[src/rtl/bram_req_sequencer_pkg.sv]
`default_nettype none
// ============================================================================
// Package  : bram_req_sequencer_pkg
// Desc     : Sequencer FSM state encodings, counter width and saturating increment.
// Revision : 1.0
// ============================================================================
package bram_req_sequencer_pkg;

  localparam int PERF_CNT_W = 16;

  typedef logic [2:0] state_t;

  localparam state_t ST_IDLE = 3'd0;
  localparam state_t ST_WR   = 3'd1;
  localparam state_t ST_RD   = 3'd2;
  localparam state_t ST_WAIT = 3'd3;
  localparam state_t ST_RESP = 3'd4;

  function automatic logic [PERF_CNT_W-1:0] sat_inc(input logic [PERF_CNT_W-1:0] v);
    return (&v) ? v : v + PERF_CNT_W'(1);
  endfunction

endpackage
`default_nettype wire

[src/rtl/bram_req_fifo.sv]
`default_nettype none
// ============================================================================
// Module   : bram_req_fifo
// Desc     : Request FIFO; registered count drives full/empty, head is shown combinationally.
// Revision : 1.0
// ============================================================================
module bram_req_fifo #(
  parameter int WIDTH = 9,
  parameter int DEPTH = 4
) (
  input  logic             clk,
  input  logic             rst_n,
  input  logic             push,
  input  logic [WIDTH-1:0] wdata,
  input  logic             pop,
  output logic [WIDTH-1:0] rdata,
  output logic             full,
  output logic             empty
);

  localparam int PTR_W = $clog2(DEPTH);
  localparam int CNT_W = $clog2(DEPTH + 1);

  logic [WIDTH-1:0] r_mem [DEPTH];
  logic [PTR_W-1:0] r_wr_ptr;
  logic [PTR_W-1:0] r_rd_ptr;
  logic [CNT_W-1:0] r_count;
  logic             w_push;
  logic             w_pop;

  assign full   = (r_count == CNT_W'(DEPTH));
  assign empty  = (r_count == '0);
  assign w_push = push && !full;
  assign w_pop  = pop && !empty;
  assign rdata  = r_mem[r_rd_ptr];

  always_ff @(posedge clk) begin
    if (w_push) r_mem[r_wr_ptr] <= wdata;
  end

  always_ff @(posedge clk or negedge rst_n) begin
    if (!rst_n) begin
      r_wr_ptr <= '0;
      r_rd_ptr <= '0;
      r_count  <= '0;
    end else begin
      if (w_push) r_wr_ptr <= r_wr_ptr + PTR_W'(1);
      if (w_pop)  r_rd_ptr <= r_rd_ptr + PTR_W'(1);
      case ({w_push, w_pop})
        2'b10:   r_count <= r_count + CNT_W'(1);
        2'b01:   r_count <= r_count - CNT_W'(1);
        default: r_count <= r_count;
      endcase
    end
  end

endmodule
`default_nettype wire

[src/rtl/bram_req_sequencer.sv]
`default_nettype none
// ============================================================================
// Module   : bram_req_sequencer
// Desc     : Buffers BRAM requests and replays them to bramctrlsimple; returns read data.
// Option   : BRAM_SEQ_PERF_CNT_EN adds saturating wr_count / rd_count outputs.
// Revision : 1.0
// ============================================================================
module bram_req_sequencer
  import bram_req_sequencer_pkg::*;
#(
  parameter int ADDR_WIDTH   = 4,
  parameter int DATA_WIDTH   = 4,
  parameter int FIFO_DEPTH   = 4,
  parameter int READ_LATENCY = 1
) (
  input  logic                  clk,
  input  logic                  rst_n,
  input  logic                  req_valid,
  output logic                  req_ready,
  input  logic                  req_we,
  input  logic [ADDR_WIDTH-1:0] req_addr,
  input  logic [DATA_WIDTH-1:0] req_wdata,
  output logic                  rsp_valid,
  input  logic                  rsp_ready,
  output logic [DATA_WIDTH-1:0] rsp_data,
  output logic                  mem_access,
  output logic                  mem_req,
  output logic [ADDR_WIDTH-1:0] mem_addr_in,
  output logic [DATA_WIDTH-1:0] mem_data_in,
  input  logic [DATA_WIDTH-1:0] mem_data_out,
`ifdef BRAM_SEQ_PERF_CNT_EN
  output logic [PERF_CNT_W-1:0] wr_count,
  output logic [PERF_CNT_W-1:0] rd_count,
`endif
  output logic                  idle
);

  localparam int ENTRY_W = 1 + ADDR_WIDTH + DATA_WIDTH;
  localparam int LAT_W   = $clog2(READ_LATENCY + 1);

  state_t                r_state;
  state_t                w_state_nxt;
  logic [LAT_W-1:0]      r_lat_cnt;
  logic                  w_full;
  logic                  w_empty;
  logic                  w_pop;
  logic [ENTRY_W-1:0]    w_head;
  logic                  w_head_we;
  logic [ADDR_WIDTH-1:0] w_head_addr;
  logic [DATA_WIDTH-1:0] w_head_data;
  logic                  w_mem_access_nxt;
  logic                  w_mem_req_nxt;
  logic                  w_rsp_capture;
  logic                  w_rsp_accept;

  bram_req_fifo #(
    .WIDTH (ENTRY_W),
    .DEPTH (FIFO_DEPTH)
  ) u_fifo (
    .clk   (clk),
    .rst_n (rst_n),
    .push  (req_valid && req_ready),
    .wdata ({req_we, req_addr, req_wdata}),
    .pop   (w_pop),
    .rdata (w_head),
    .full  (w_full),
    .empty (w_empty)
  );

  assign w_head_we   = w_head[ENTRY_W-1];
  assign w_head_addr = w_head[ENTRY_W-2 -: ADDR_WIDTH];
  assign w_head_data = w_head[DATA_WIDTH-1:0];

  assign req_ready = !w_full;
  assign idle      = (r_state == ST_IDLE) && w_empty && !rsp_valid;

  always_ff @(posedge clk or negedge rst_n) begin
    if (!rst_n) begin
      r_state     <= ST_IDLE;
      r_lat_cnt   <= '0;
      mem_access  <= 1'b0;
      mem_req     <= 1'b0;
      mem_addr_in <= '0;
      mem_data_in <= '0;
      rsp_valid   <= 1'b0;
      rsp_data    <= '0;
    end else begin
      r_state    <= w_state_nxt;
      mem_access <= w_mem_access_nxt;
      mem_req    <= w_mem_req_nxt;
      // Address and write data only move when a request is issued; reads leave mem_data_in alone.
      if (w_pop) begin
        mem_addr_in <= w_head_addr;
        if (w_head_we) mem_data_in <= w_head_data;
      end
      if (r_state == ST_RD)        r_lat_cnt <= LAT_W'(READ_LATENCY);
      else if (r_state == ST_WAIT) r_lat_cnt <= r_lat_cnt - LAT_W'(1);
      if (w_rsp_capture) begin
        rsp_valid <= 1'b1;
        rsp_data  <= mem_data_out;
      end else if (w_rsp_accept) begin
        rsp_valid <= 1'b0;
      end
    end
  end

  always_comb begin
    w_state_nxt = r_state;
    w_pop       = 1'b0;
    case (r_state)
      ST_IDLE, ST_WR: begin
        if (!w_empty) begin
          w_pop       = 1'b1;
          w_state_nxt = w_head_we ? ST_WR : ST_RD;
        end else begin
          w_state_nxt = ST_IDLE;
        end
      end
      ST_RD:   w_state_nxt = ST_WAIT;
      ST_WAIT: if (r_lat_cnt == LAT_W'(1)) w_state_nxt = ST_RESP;
      ST_RESP: begin
        if (rsp_ready) begin
          if (!w_empty) begin
            w_pop       = 1'b1;
            w_state_nxt = w_head_we ? ST_WR : ST_RD;
          end else begin
            w_state_nxt = ST_IDLE;
          end
        end
      end
      default: w_state_nxt = ST_IDLE;
    endcase
  end

  always_comb begin
    w_mem_access_nxt = (w_state_nxt == ST_WR) || (w_state_nxt == ST_RD);
    w_mem_req_nxt    = (w_state_nxt == ST_WR);
    w_rsp_capture    = (r_state == ST_WAIT) && (r_lat_cnt == LAT_W'(1));
    w_rsp_accept     = (r_state == ST_RESP) && rsp_ready;
  end

`ifdef BRAM_SEQ_PERF_CNT_EN
  always_ff @(posedge clk or negedge rst_n) begin
    if (!rst_n) begin
      wr_count <= '0;
      rd_count <= '0;
    end else begin
      if (w_pop && w_head_we) wr_count <= sat_inc(wr_count);
      if (w_rsp_accept)       rd_count <= sat_inc(rd_count);
    end
  end
`endif

endmodule
`default_nettype wire

[config.mk]
export PLATFORM = sky130hd
export DESIGN_NAME = bram_req_sequencer
export DESIGN_NICKNAME = d
export VERILOG_FILES = /design/src/rtl/bram_req_sequencer_pkg.sv /design/src/rtl/bram_req_fifo.sv /design/src/rtl/bram_req_sequencer.sv
export SDC_FILE = /design/constraint.sdc
export NUM_CORES = 1
export LEC_CHECK = 0
export ABC_AREA = 0
export CAP_MARGIN = 20
export CORE_MARGIN = 10
export CORE_UTILIZATION = 50
export DETAILED_ROUTE_END_ITERATION = 6
export GPL_ROUTABILITY_DRIVEN = 1
export PLACE_DENSITY = 0.74
export SLEW_MARGIN = 10
export SYNTH_ARGS = -nofsm -noshare
export SYNTH_HDL_FRONTEND = slang
export SYNTH_SLANG_ARGS = --single-unit
[constraint.sdc]
create_clock -name clk -period 2.8 [get_ports clk]
set_input_delay 0.42 -clock clk [delete_from_list [all_inputs] [get_ports clk]]
set_output_delay 0.42 -clock clk [all_outputs]
set_load 0.02 [all_outputs]
==> results of run 1 <==
-- logic make-up (layout without fill, tap and decap cells) --
family	after synthesis	after routing	synth area share [%]
flip-flops	62	62	68.0
XOR/XNOR	6	6	2.06
buffers and inverters	14	64	2.46
AND/OR/NAND/NOR	16	16	3.93
adder cells (fa/ha/maj)	6	6	3.24
AO/OA/AOI/OAI	9	9	3.79
multiplexers	23	23	16.5
-- critical path, stage by stage (launching register included) --
cell and delay [ns]:
dfrtp_1 0.44, or4_1 0.52, nor2_1 0.10, clkdlybuf4s50_1 0.61
-- final timing paths --
check / endpoint / slack [ns] / start / depth (start not counted)
max: idle / 0.38 / r_state[0] / 3
min in group clk: u_fifo.r_count[2] / 0.50 / u_fifo.r_count[2] / 1
min: rsp_data[1] / 0.45 / rst_n / 2
max in group asynchronous: mem_addr_in[3] / 2.10 / rst_n / 2
min reg2reg: u_fifo.r_count[2] / 0.50 / u_fifo.r_count[2] / 1
max reg2reg: u_fifo.r_count[2] / 0.61 / u_fifo.r_count[0] / 9
-- metal layers --
| layer | GRT usage (%) | wire [um] |
|---|---|---|
| met1 | 11.0 | 1680 |
| met5 | 0 | 0 |
| met2 | 20.9 | 2510 |
| met3 | 4.20 | 227 |
| met4 | 6.53 | 52 |
-- power groups by stage --
stage,clock (uW),sequential [uW],combinational [uW]
global placement,0,1460,1420
finish,829,1470,1450
floorplan,0,1550,916
global route,893,1500,1580
detailed placement,0,1490,1480
CTS,851,1470,1480
-- cell type report --
cell class                 count  area, um2  share of cell area [%]
clock inverter                 6       86.3                    2.71
inverter                      12       47.5                    1.49
tap                           67       83.8                    2.64
sequential                    62       1730                    54.4
clock buffer                  10        128                    4.01
timing repair buffer          36        353                    11.1
multi-input combinational     60        751                    23.6
-- metrics by stage --
step | instances | cell area (um2)
floorplan | 136 | 2540
global placement | 237 | 2970
detailed placement | 237 | 2970
CTS | 253 | 3180
global route | 253 | 3180
finish | 253 | 3180
-- Yosys cell counts, types with 2 or more instances --
cell type	instances
and3_1	4
buf_4	2
dfrtp_1	26
edfxtp_1	36
ha_1	5
inv_1	11
mux2_2	4
mux2_4	8
mux4_1	8
nand2_1	3
nor2_1	2
nor2b_1	2
xnor2_1	4
xor2_1	2
-- state kept, by name (all words and copies together), names as in the netlist --
signal / cells
u_fifo.r_rd_ptr: 2
mem_data_in: 4
r_state: 3
r_lat_cnt: 1
u_fifo.r_count: 3
rsp_valid: 1
mem_addr_in: 4
rsp_data: 4
mem_req: 1
u_fifo.r_wr_ptr: 2
mem_access: 1
u_fifo.r_mem: 36
==> results_tabular.tex, run 1 <==
\begin{tabular}{lr}
\hline
Metric & Value \\
\hline
\multicolumn{2}{l}{\textbf{Clock network}} \\
\quad Root Buffer Master & clkbuf\_8 \\
\quad Number of buffers inserted during clock tree synthesis & 9 \\
\quad CTS tree & yes \\
\quad Setup Buffers After CTS & 0 \\
\quad Sinks on the clock net & 62 \\
\quad Clk pin slew, worst setup/hold paths & around 0.070 ns \\
\quad Clock latency on the worst-skew pair & approximately 0.33 ns \\
\quad Maximum root-to-sink buffer count & 2 \\
\quad Hold-fix buffers at CTS & 0 \\
\quad Quantity of gates resized following cts & 0 \\
\quad H-tree lvl count & 3 \\
\multicolumn{2}{l}{\textbf{Logic synthesis}} \\
\quad Post-synthesis instance total & about 140 \\
\quad Post-synth EDFFs & 36 \\
\quad Number of distinct library cell variants in the gate-level netlist after synthesis & 33 \\
\quad Leading register cell type out of synthesis & edfxtp\_1 \\
\quad Number of nets produced by synthesis & approximately 160 \\
\quad Synth Register Bits & 62 \\
\quad Post-synth top area cell & edfxtp\_1 \\
\quad Largest cells by area after synthesis & edfxtp\_1, dfrtp\_1, mux4\_1, mux2\_4, ha\_1 \\
\quad Fraction of registers with async set/reset & a little over two fifths \\
\quad Proportion of synthesized chip area in sequential cells & about two thirds \\
\quad Cell area after synthesis & 2540 um2 \\
\quad Average size of a mapped cell & $\sim$19 um2 \\
\quad Synth warnings & 0 \\
\quad Area share of the largest cell type after synthesis & a little over two fifths \\
\multicolumn{2}{l}{\textbf{Timing}} \\
\quad Final hold violations & 0 \\
\quad Fmax & between 400 and 500 MHz \\
\quad Transition time at the pin with the least slew margin & roughly 0.53 ns \\
\quad Final worst clock skew & approximately 0.0054 ns \\
\quad Worst hold slack & roughly 0.45 ns \\
\quad Total count of max-transition violations in the final report & 0 \\
\quad Max-Slew Margin vs Limit & approximately 65\% \\
\quad Final critical-path setup slack & 0.379 ns \\
\quad Fin crit share & 86.5\% \\
\quad RSZ-0062 raised after global routing & false \\
\quad Total negative setup slack & 0 ns \\
\quad \# setup viols final & 0 \\
\quad Final period demand of the worst path & approximately 2.4 ns \\
\multicolumn{2}{l}{\textbf{Power}} \\
\quad Pint & about 2600 uW \\
\quad Switching share of power & around a third \\
\quad Reg power frac & 39.2\% \\
\quad Worst ir drop on vdd & approximately 0.52 mV \\
\quad Post-route total power & $\sim$3700 uW \\
\quad Clk pwr share & 22.1\% \\
\quad Psw & approximately 1200 uW \\
\quad Combinational fraction of design power & between 30\% and 40\% \\
\quad Reported leakage power & 0.00125 uW \\
\quad Power density of the placed cells & roughly 1200 nW/um2 \\
\multicolumn{2}{l}{\textbf{Placement}} \\
\quad Port bufs & 33 \\
\quad Final RePlAce weighted congestion & between 0.7 and 0.8 \\
\quad Final HPWL from detailed placement & 3.24 mm \\
\quad Setup WS pre-CTS & 0.168 ns \\
\multicolumn{2}{l}{\textbf{Finish}} \\
\quad Final core utilization & 66.0\% \\
\quad Ratio of cells with drive above 1 in the final layout & roughly 19\% \\
\quad Area grow syn2layout & 25.0\% \\
\quad Most common cell after layout, fill and taps aside & edfxtp\_1 \\
\quad Highest-count cells in the layout ignoring fill and taps & edfxtp\_1, clkdlybuf4s50\_1, dfrtp\_1 \\
\quad Final antenna diode count & 0 \\
\quad Fillcell total & around 350 \\
\quad Net count reported at finish & 204 \\
\multicolumn{2}{l}{\textbf{Detailed routing}} \\
\quad Final ANT Viol Nets & 0 \\
\quad Iteration-0 DRC count of the detailed router & 45 \\
\quad Total vias in the final route & 1,316 \\
\quad Number of iterations in the first detailed-routing pass & 4 \\
\quad Average via count per standard cell & $\sim$5.2 \\
\quad Post-DR wirelength/cell & between 15 and 20 um \\
\quad Final WL & roughly 4.5 mm \\
\quad Number of remaining DRC errors & 0 \\
\multicolumn{2}{l}{\textbf{Floorplan}} \\
\quad Die boundary height & approximately 91 um \\
\quad Area of the core & 4820 um2 \\
\quad DIE AREA & 8340 um2 \\
\quad Chip Width & 91.3 um \\
\quad Boundary pin count & 34 \\
\quad Initial Utilization & between 50\% and 60\% \\
\quad \# rows & 25 \\
\multicolumn{2}{l}{\textbf{Run}} \\
\quad Max-capacitance violation count & 0 \\
\multicolumn{2}{l}{\textbf{Global route}} \\
\quad Initial antenna violation count & 0 \\
\quad Remaining Overflow, GRT & 0 \\
\quad Via count of the first global-routing pass & about 1,500 \\
\quad Overall fraction of global-route tracks in use & between 10\% and 20\% \\
\quad First-pass GRT wire length & about 7.4 mm \\
\quad Maximum number of pins on one net before global-route repair & 27 \\
\multicolumn{2}{l}{\textbf{Critical path}} \\
\quad Crit path capture type & output port \\
\quad Startpoint Class & flop \\
\quad Worst EP required & roughly 2.4 ns \\
\quad Maximum fanout encountered on the critical timing path & 7 \\
\quad Kind of critical path & flop to output port \\
\quad Critical path arrival & 2.00 ns \\
\multicolumn{2}{l}{\textbf{Outcome}} \\
\quad Status & finished, final reports clean \\
\multicolumn{2}{l}{\textbf{Min path}} \\
\quad Hold crit path type & input pin to asynchronous set/reset pin \\
\hline
\end{tabular}
Power figures use the tool's default switching activity.
==> inputs of run 2 (changes only) <==
- CELL_PAD_IN_SITES_DETAIL_PLACEMENT: unset -> 2
- CELL_PAD_IN_SITES_GLOBAL_PLACEMENT: unset -> 2
- CORE_UTILIZATION: 50 -> 40
- PLACE_DENSITY: 0.74 -> unset
- PLACE_DENSITY_LB_ADDON: unset -> 0.1
==> run 2 against run 1 <==
Combinational power about the same. Power up 0.42%. Sequential power about the same. Final cell count up 4.0%. Worst hold slack worse by 0.0062 ns. Non-clock buffer count unchanged. Global-route usage down 0.23 points. Sequential cell count unchanged. Register-to-register slack worse by 0.04 ns. Clock-buffer cell count down 1. Maximum frequency down 2.4%. First-iteration DRC count up 24%.
==> results_tabular.tex, run 2 (synthesis results as in run 1) <==
\begin{tabular}{lr}
\hline
Metric & Value \\
\hline
\multicolumn{2}{l}{\textbf{Placement}} \\
\quad Setup WS pre-CTS & between 0.1 and 0.15 ns \\
\quad Final HPWL from detailed placement & around 3.8 mm \\
\quad Instance area after placement & 2980 um2 \\
\quad Port bufs & 33 \\
\quad Final RePlAce weighted congestion & $\sim$0.71 \\
\multicolumn{2}{l}{\textbf{Timing}} \\
\quad RSZ-0062 raised after global routing & false \\
\quad Max-Slew Margin vs Limit & 60.6\% \\
\quad Fmax & just over 400 MHz \\
\quad \# setup viols final & 0 \\
\quad Final hold violations & 0 \\
\quad Transition time at the pin with the least slew margin & 0.591 ns \\
\quad Total count of max-transition violations in the final report & 0 \\
\quad Fin crit share & slightly below 90\% \\
\quad Final critical-path setup slack & roughly 0.32 ns \\
\quad Worst hold slack & between 0.4 and 0.5 ns \\
\quad Final worst clock skew & between 0.007 and 0.008 ns \\
\quad Final period demand of the worst path & roughly 2.5 ns \\
\quad Total negative setup slack & 0 ns \\
\multicolumn{2}{l}{\textbf{Detailed routing}} \\
\quad Final WL & approximately 5.3 mm \\
\quad Total vias in the final route & 1,340 \\
\quad Number of iterations in the first detailed-routing pass & 4 \\
\quad Iteration-0 DRC count of the detailed router & 56 \\
\quad Number of remaining DRC errors & 0 \\
\quad Average via count per standard cell & around 5.1 \\
\quad Post-DR wirelength/cell & around 20 um \\
\quad Final ANT Viol Nets & 0 \\
\multicolumn{2}{l}{\textbf{Floorplan}} \\
\quad Chip Width & 99.8 um \\
\quad \# rows & 29 \\
\quad Die boundary height & about 100 um \\
\quad Area of the core & 6280 um2 \\
\quad Initial Utilization & 40.5\% \\
\quad DIE AREA & 9950 um2 \\
\quad Boundary pin count & 34 \\
\multicolumn{2}{l}{\textbf{Clock network}} \\
\quad Maximum root-to-sink buffer count & 2 \\
\quad Hold-fix buffers at CTS & 0 \\
\quad Sinks on the clock net & 62 \\
\quad H-tree lvl count & 3 \\
\quad Number of buffers inserted during clock tree synthesis & 9 \\
\quad Root Buffer Master & clkbuf\_8 \\
\quad Clk pin slew, worst setup/hold paths & 0.08 ns \\
\quad Setup Buffers After CTS & 0 \\
\quad Quantity of gates resized following cts & 0 \\
\quad Clock latency on the worst-skew pair & 0.34 ns \\
\quad CTS tree & yes \\
\multicolumn{2}{l}{\textbf{Finish}} \\
\quad Most common cell after layout, fill and taps aside & edfxtp\_1 \\
\quad Final antenna diode count & 0 \\
\quad Area grow syn2layout & 25.1\% \\
\quad Ratio of cells with drive above 1 in the final layout & between 20\% and 30\% \\
\quad Net count reported at finish & a little over 200 \\
\quad Register with the most flip-flops & u\_fifo.r\_mem \\
\quad Final core utilization & 50.7\% \\
\quad Fillcell total & around 580 \\
\quad Max reg flops & 36 \\
\quad Highest-count cells in the layout ignoring fill and taps & edfxtp\_1, clkdlybuf4s50\_1, dfrtp\_1 \\
\quad Final cell area excluding filler cells & about 3200 um2 \\
\multicolumn{2}{l}{\textbf{Global route}} \\
\quad Maximum number of pins on one net before global-route repair & 27 \\
\quad Overall fraction of global-route tracks in use & 11.3\% \\
\quad Remaining Overflow, GRT & 0 \\
\quad Initial antenna violation count & 0 \\
\quad First-pass GRT wire length & about 8.5 mm \\
\quad Via count of the first global-routing pass & between 1,500 and 2,000 \\
\multicolumn{2}{l}{\textbf{Critical path}} \\
\quad Logic depth of the worst path, buffers included & 3 \\
\quad Maximum fanout encountered on the critical timing path & 7 \\
\quad Critical path's top delay family & simple AND/OR/NAND/NOR gates \\
\quad Buffers plus inverters on the worst setup path & 1 \\
\quad Depth of the most critical reg-to-reg path & 9 \\
\quad Startpoint Class & flop \\
\quad R2R setup slack & approximately 0.57 ns \\
\quad Crit path capture type & output port \\
\quad Kind of critical path & flop to output port \\
\quad Worst EP required & 2.38 ns \\
\quad Critical path arrival & around 2 ns \\
\quad Delay of the slowest critical-path stage & 0.61 ns \\
\quad Slowest library cell on the worst path & clkdlybuf4s50\_1 \\
\quad Cell chain of the critical path & or4\_1 -> nor2\_1 -> clkdlybuf4s50\_1 \\
\multicolumn{2}{l}{\textbf{Power}} \\
\quad Power density of the placed cells & around 1200 nW/um2 \\
\quad Worst ir drop on vdd & around 0.48 mV \\
\quad Reported leakage power & 0.00126 uW \\
\multicolumn{2}{l}{\textbf{Run}} \\
\quad Max-capacitance violation count & 0 \\
\multicolumn{2}{l}{\textbf{Min path}} \\
\quad Hold crit path type & input pin to asynchronous set/reset pin \\
\multicolumn{2}{l}{\textbf{Outcome}} \\
\quad Status & finished, final reports clean \\
\hline
\end{tabular}
==> run 2: changes by cell type in the layout (fill, tap and decap cells not counted) <==
| cell | delta |
|---|---|
| clkinv_1 | -1 |
| bufinv_16 | -1 |
| clkinvlp_4 | -2 |
| clkbuf_1 | -1 |
| inv_6 | +3 |
| clkinv_4 | +2 |
==> run 2: worst register-to-register path: stages, from the launching register on <==
cell and delay, ns:
dfrtp_1 0.42, or3b_4 0.44, and2_4 0.19, inv_1 0.05, ha_1 0.18, inv_1 0.07
fa_1 0.37, xor2_1 0.15, nor2_1 0.11, xor2_1 0.17
==> run 2: per-stage QoR <==
| stage | instances | total power (uW) |
|---|---|---|
| after floorplan | 136 | 2470 |
| after detailed placement | 247 | 3020 |
| final | 263 | 3760 |
| after global routing | 263 | 4000 |
| after CTS | 263 | 3840 |
| after global placement | 247 | 2910 |
==> run 2: cell type report <==
class | count | area, um2 | area share, %
sequential | 62 | 1730 | 54.4
multi-input combinational | 60 | 751 | 23.6
timing repair buffer | 36 | 353 | 11.1
clock buffer | 9 | 124 | 3.89
tap | 77 | 96.3 | 3.03
clock inverter | 7 | 81.3 | 2.55
inverter | 12 | 47.5 | 1.49
==> run 2: power by group <==
part | internal [uW] | switching [uW] | total [uW]
sequential | 1290 | 187 | 1470
clock | 423 | 383 | 805
combinational | 770 | 713 | 1480
total | 2480 | 1280 | 3760
==> run 2: layer usage <==
layer	share of wire (%)	vias up	track usage (%)
met5	0	-	0
met4	1.6	0	5.29
met3	5.1	9	3.81
met2	54	32	19.8
met1	39	693	12.0
li1	-	606	-
==> run 2: worst paths after layout <==
kind,startpoint,to
max reg2reg,u_fifo.r_count[0],u_fifo.r_count[2]
min in group clk,mem_data_in[3],mem_data_in[3]
min,rst_n,rsp_data[3]
min reg2reg,mem_data_in[3],mem_data_in[3]
max in group asynchronous,rst_n,mem_data_in[2]
max,r_state[0],idle
==> inputs of run 3 (changes only) <==
- GPL_TIMING_DRIVEN: unset -> 0
==> run 3 against run 2 <==
Sequential power is essentially flat. Highest routed layer unchanged. Largest power group unchanged. Critical endpoint unchanged. Power shrank 3.2%. Routed wire length grew 1.6%. Cell area shrank 0.98%. Worst setup slack gained 0.022 ns. First-iteration DRC count shrank 11%. Sequential share of layout area grew 0.54 points.
==> results_tabular.tex, run 3 (synthesis results as in run 1) <==
\begin{tabular}{lr}
\hline
Metric & Value \\
\hline
\multicolumn{2}{l}{\textbf{Outcome}} \\
\quad Status & finished, final reports clean \\
\multicolumn{2}{l}{\textbf{Detailed routing}} \\
\quad Number of remaining DRC errors & 0 \\
\quad Final WL & around 5.4 mm \\
\quad Iteration-0 DRC count of the detailed router & 50 \\
\quad Post-DR wirelength/cell & 20.4 um \\
\quad Total vias in the final route & 1,357 \\
\quad Highest routed metal layer & met4 \\
\quad Post-Route M1 WL & $\sim$2.2 mm \\
\quad Met2 WL post-DR & around 2.8 mm \\
\quad Number of iterations in the first detailed-routing pass & 4 \\
\quad Final ANT Viol Nets & 0 \\
\quad Average via count per standard cell & 5.16 \\
\quad Routed wl met3 & between 200 and 300 um \\
\multicolumn{2}{l}{\textbf{Finish}} \\
\quad Register with the most flip-flops & u\_fifo.r\_mem \\
\quad Footprint of the multi-input gates & $\sim$750 um2 \\
\quad Highest-count cells in the layout ignoring fill and taps & edfxtp\_1, clkdlybuf4s50\_1, dfrtp\_1 \\
\quad Max reg flops & 36 \\
\quad Most common cell after layout, fill and taps aside & edfxtp\_1 \\
\quad Final antenna diode count & 0 \\
\quad Seq. cell area & $\sim$1700 um2 \\
\quad Area grow syn2layout & 23.9\% \\
\quad Net count reported at finish & a little over 200 \\
\quad Ratio of cells with drive above 1 in the final layout & between 10\% and 20\% \\
\quad Cell Count, Final, Fillers Out & about 260 \\
\quad Fillcell total & around 570 \\
\multicolumn{2}{l}{\textbf{Timing}} \\
\quad \# setup viols final & 0 \\
\quad Max-Slew Margin vs Limit & 47.2\% \\
\quad Final period demand of the worst path & 2.46 ns \\
\quad RSZ-0062 raised after global routing & false \\
\quad Fin crit share & 87.8\% \\
\quad Final worst clock skew & approximately 0.0079 ns \\
\quad Final hold violations & 0 \\
\quad Total count of max-transition violations in the final report & 0 \\
\quad Transition time at the pin with the least slew margin & slightly below 0.8 ns \\
\quad Fmax & between 400 and 500 MHz \\
\multicolumn{2}{l}{\textbf{Clock network}} \\
\quad Number of buffers inserted during clock tree synthesis & 9 \\
\quad H-tree lvl count & 3 \\
\quad CTS tree & yes \\
\quad Maximum root-to-sink buffer count & 2 \\
\quad Hold-fix buffers at CTS & 0 \\
\quad Setup Buffers After CTS & 0 \\
\quad Root Buffer Master & clkbuf\_8 \\
\quad Quantity of gates resized following cts & 0 \\
\quad Clock latency on the worst-skew pair & between 0.3 and 0.4 ns \\
\quad Clk pin slew, worst setup/hold paths & around 0.07 ns \\
\quad Sinks on the clock net & a little over 60 \\
\multicolumn{2}{l}{\textbf{Placement}} \\
\quad Port bufs & 33 \\
\quad Final HPWL from detailed placement & 3.86 mm \\
\quad Final RePlAce weighted congestion & approximately 0.75 \\
\quad Number of cells in the design after placement & roughly 250 \\
\multicolumn{2}{l}{\textbf{Critical path}} \\
\quad Crit path capture type & output port \\
\quad Cell chain of the critical path & or4\_1 -> nor2\_1 -> clkdlybuf4s50\_1 \\
\quad Buffers plus inverters on the worst setup path & 1 \\
\quad R2R setup slack & about 0.50 ns \\
\quad Startpoint Class & flop \\
\quad Critical path's top delay family & simple AND/OR/NAND/NOR gates \\
\quad Maximum fanout encountered on the critical timing path & 7 \\
\quad Slowest library cell on the worst path & clkdlybuf4s50\_1 \\
\quad Worst EP required & around 2.4 ns \\
\quad Critical path arrival & about 2.0 ns \\
\quad Kind of critical path & flop to output port \\
\quad Delay of the slowest critical-path stage & 0.62 ns \\
\multicolumn{2}{l}{\textbf{Global route}} \\
\quad Via count of the first global-routing pass & about 1,600 \\
\quad Initial antenna violation count & 0 \\
\quad Overall fraction of global-route tracks in use & 11.5\% \\
\quad First-pass GRT wire length & 8.61 mm \\
\quad Maximum number of pins on one net before global-route repair & 17 \\
\quad Remaining Overflow, GRT & 0 \\
\multicolumn{2}{l}{\textbf{Power}} \\
\quad Reported leakage power & between 0.001 and 0.0015 uW \\
\quad Power density of the placed cells & approximately 1200 nW/um2 \\
\quad Post-route total power & 3640 uW \\
\quad Worst ir drop on vdd & around 0.4 mV \\
\multicolumn{2}{l}{\textbf{Run}} \\
\quad Max-capacitance violation count & 0 \\
\multicolumn{2}{l}{\textbf{Floorplan}} \\
\quad Die boundary height & 99.8 um \\
\quad Area of the core & around 6300 um2 \\
\quad DIE AREA & roughly 10000 um2 \\
\quad \# rows & 29 \\
\quad Initial Utilization & a little over 40\% \\
\quad Chip Width & approximately 100 um \\
\quad Boundary pin count & 34 \\
\multicolumn{2}{l}{\textbf{Min path}} \\
\quad Hold crit path type & flop to flop \\
\hline
\end{tabular}
-- run 3: cell types whose count changed in the layout (fill, tap and decap cells not counted), sizes merged --
cell and change:
bufinv -1, clkinvlp +1, inv -3, clkinv +2, clkbuf +1
-- run 3: power breakdown --
part	internal (uW)	switching [uW]	leakage, uW
clock	317	348	0.0000820
combinational	772	749	0.000526
sequential	1290	165	0.000633
total	2380	1260	0.00124
-- run 3: area by class of cell --
class / count / share of cell area, %
plain buffers: 2 / 0.476
clock buffers: 10 / 4.05
clock inverters: 6 / 1.23
inverters: 12 / 1.51
multi-input cells: 60 / 23.8
flip-flops and latches: 62 / 54.9
well taps: 77 / 3.06
repair buffers: 34 / 11.0
-- run 3: per-stage QoR --
stage               TNS [ns]  worst slack, ns  utilization [%]  instance area, um2  hold slack (ns)
global route               0            0.186             50.2                3150            0.535
CTS                        0            0.288             50.2                3150            0.517
floorplan                  0            0.689                -                2540            0.124
detailed placement   -0.0206          -0.0206             47.6                2990            0.501
finish                     0            0.341             50.2                3150            0.513
global placement           0           0.0871             47.3                2970            0.471
-- run 3: worst register-to-register path, delay by kind of cell, from the launching register on --
kind,cells,cell delay [ns]
compound gates,1,0.17
xor+xnor,2,0.32
fa+ha+maj,2,0.56
buf+inv,2,0.21
flops,1,0.45
simple gates,2,0.52
-- run 3: metal layers --
metal / track usage [%] / vias up
met1: 12.2 / 713
met5: 0 / -
met3: 3.40 / 9
met4: 6.73 / 0
met2: 19.8 / 27
li1: - / 608
-- run 3: path summary, 6_finish.rpt --
check	from	endpoint	cells after the start
min in group asynchronous	rst_n	rsp_data[2]	1
hold / removal	rsp_data[3]	rsp_data[3]	1
max in group asynchronous	rst_n	u_fifo.r_wr_ptr[0]	2
hold reg to reg	rsp_data[3]	rsp_data[3]	1
setup reg to reg	r_state[0]	u_fifo.r_count[2]	9
setup / recovery	r_state[0]	idle	3
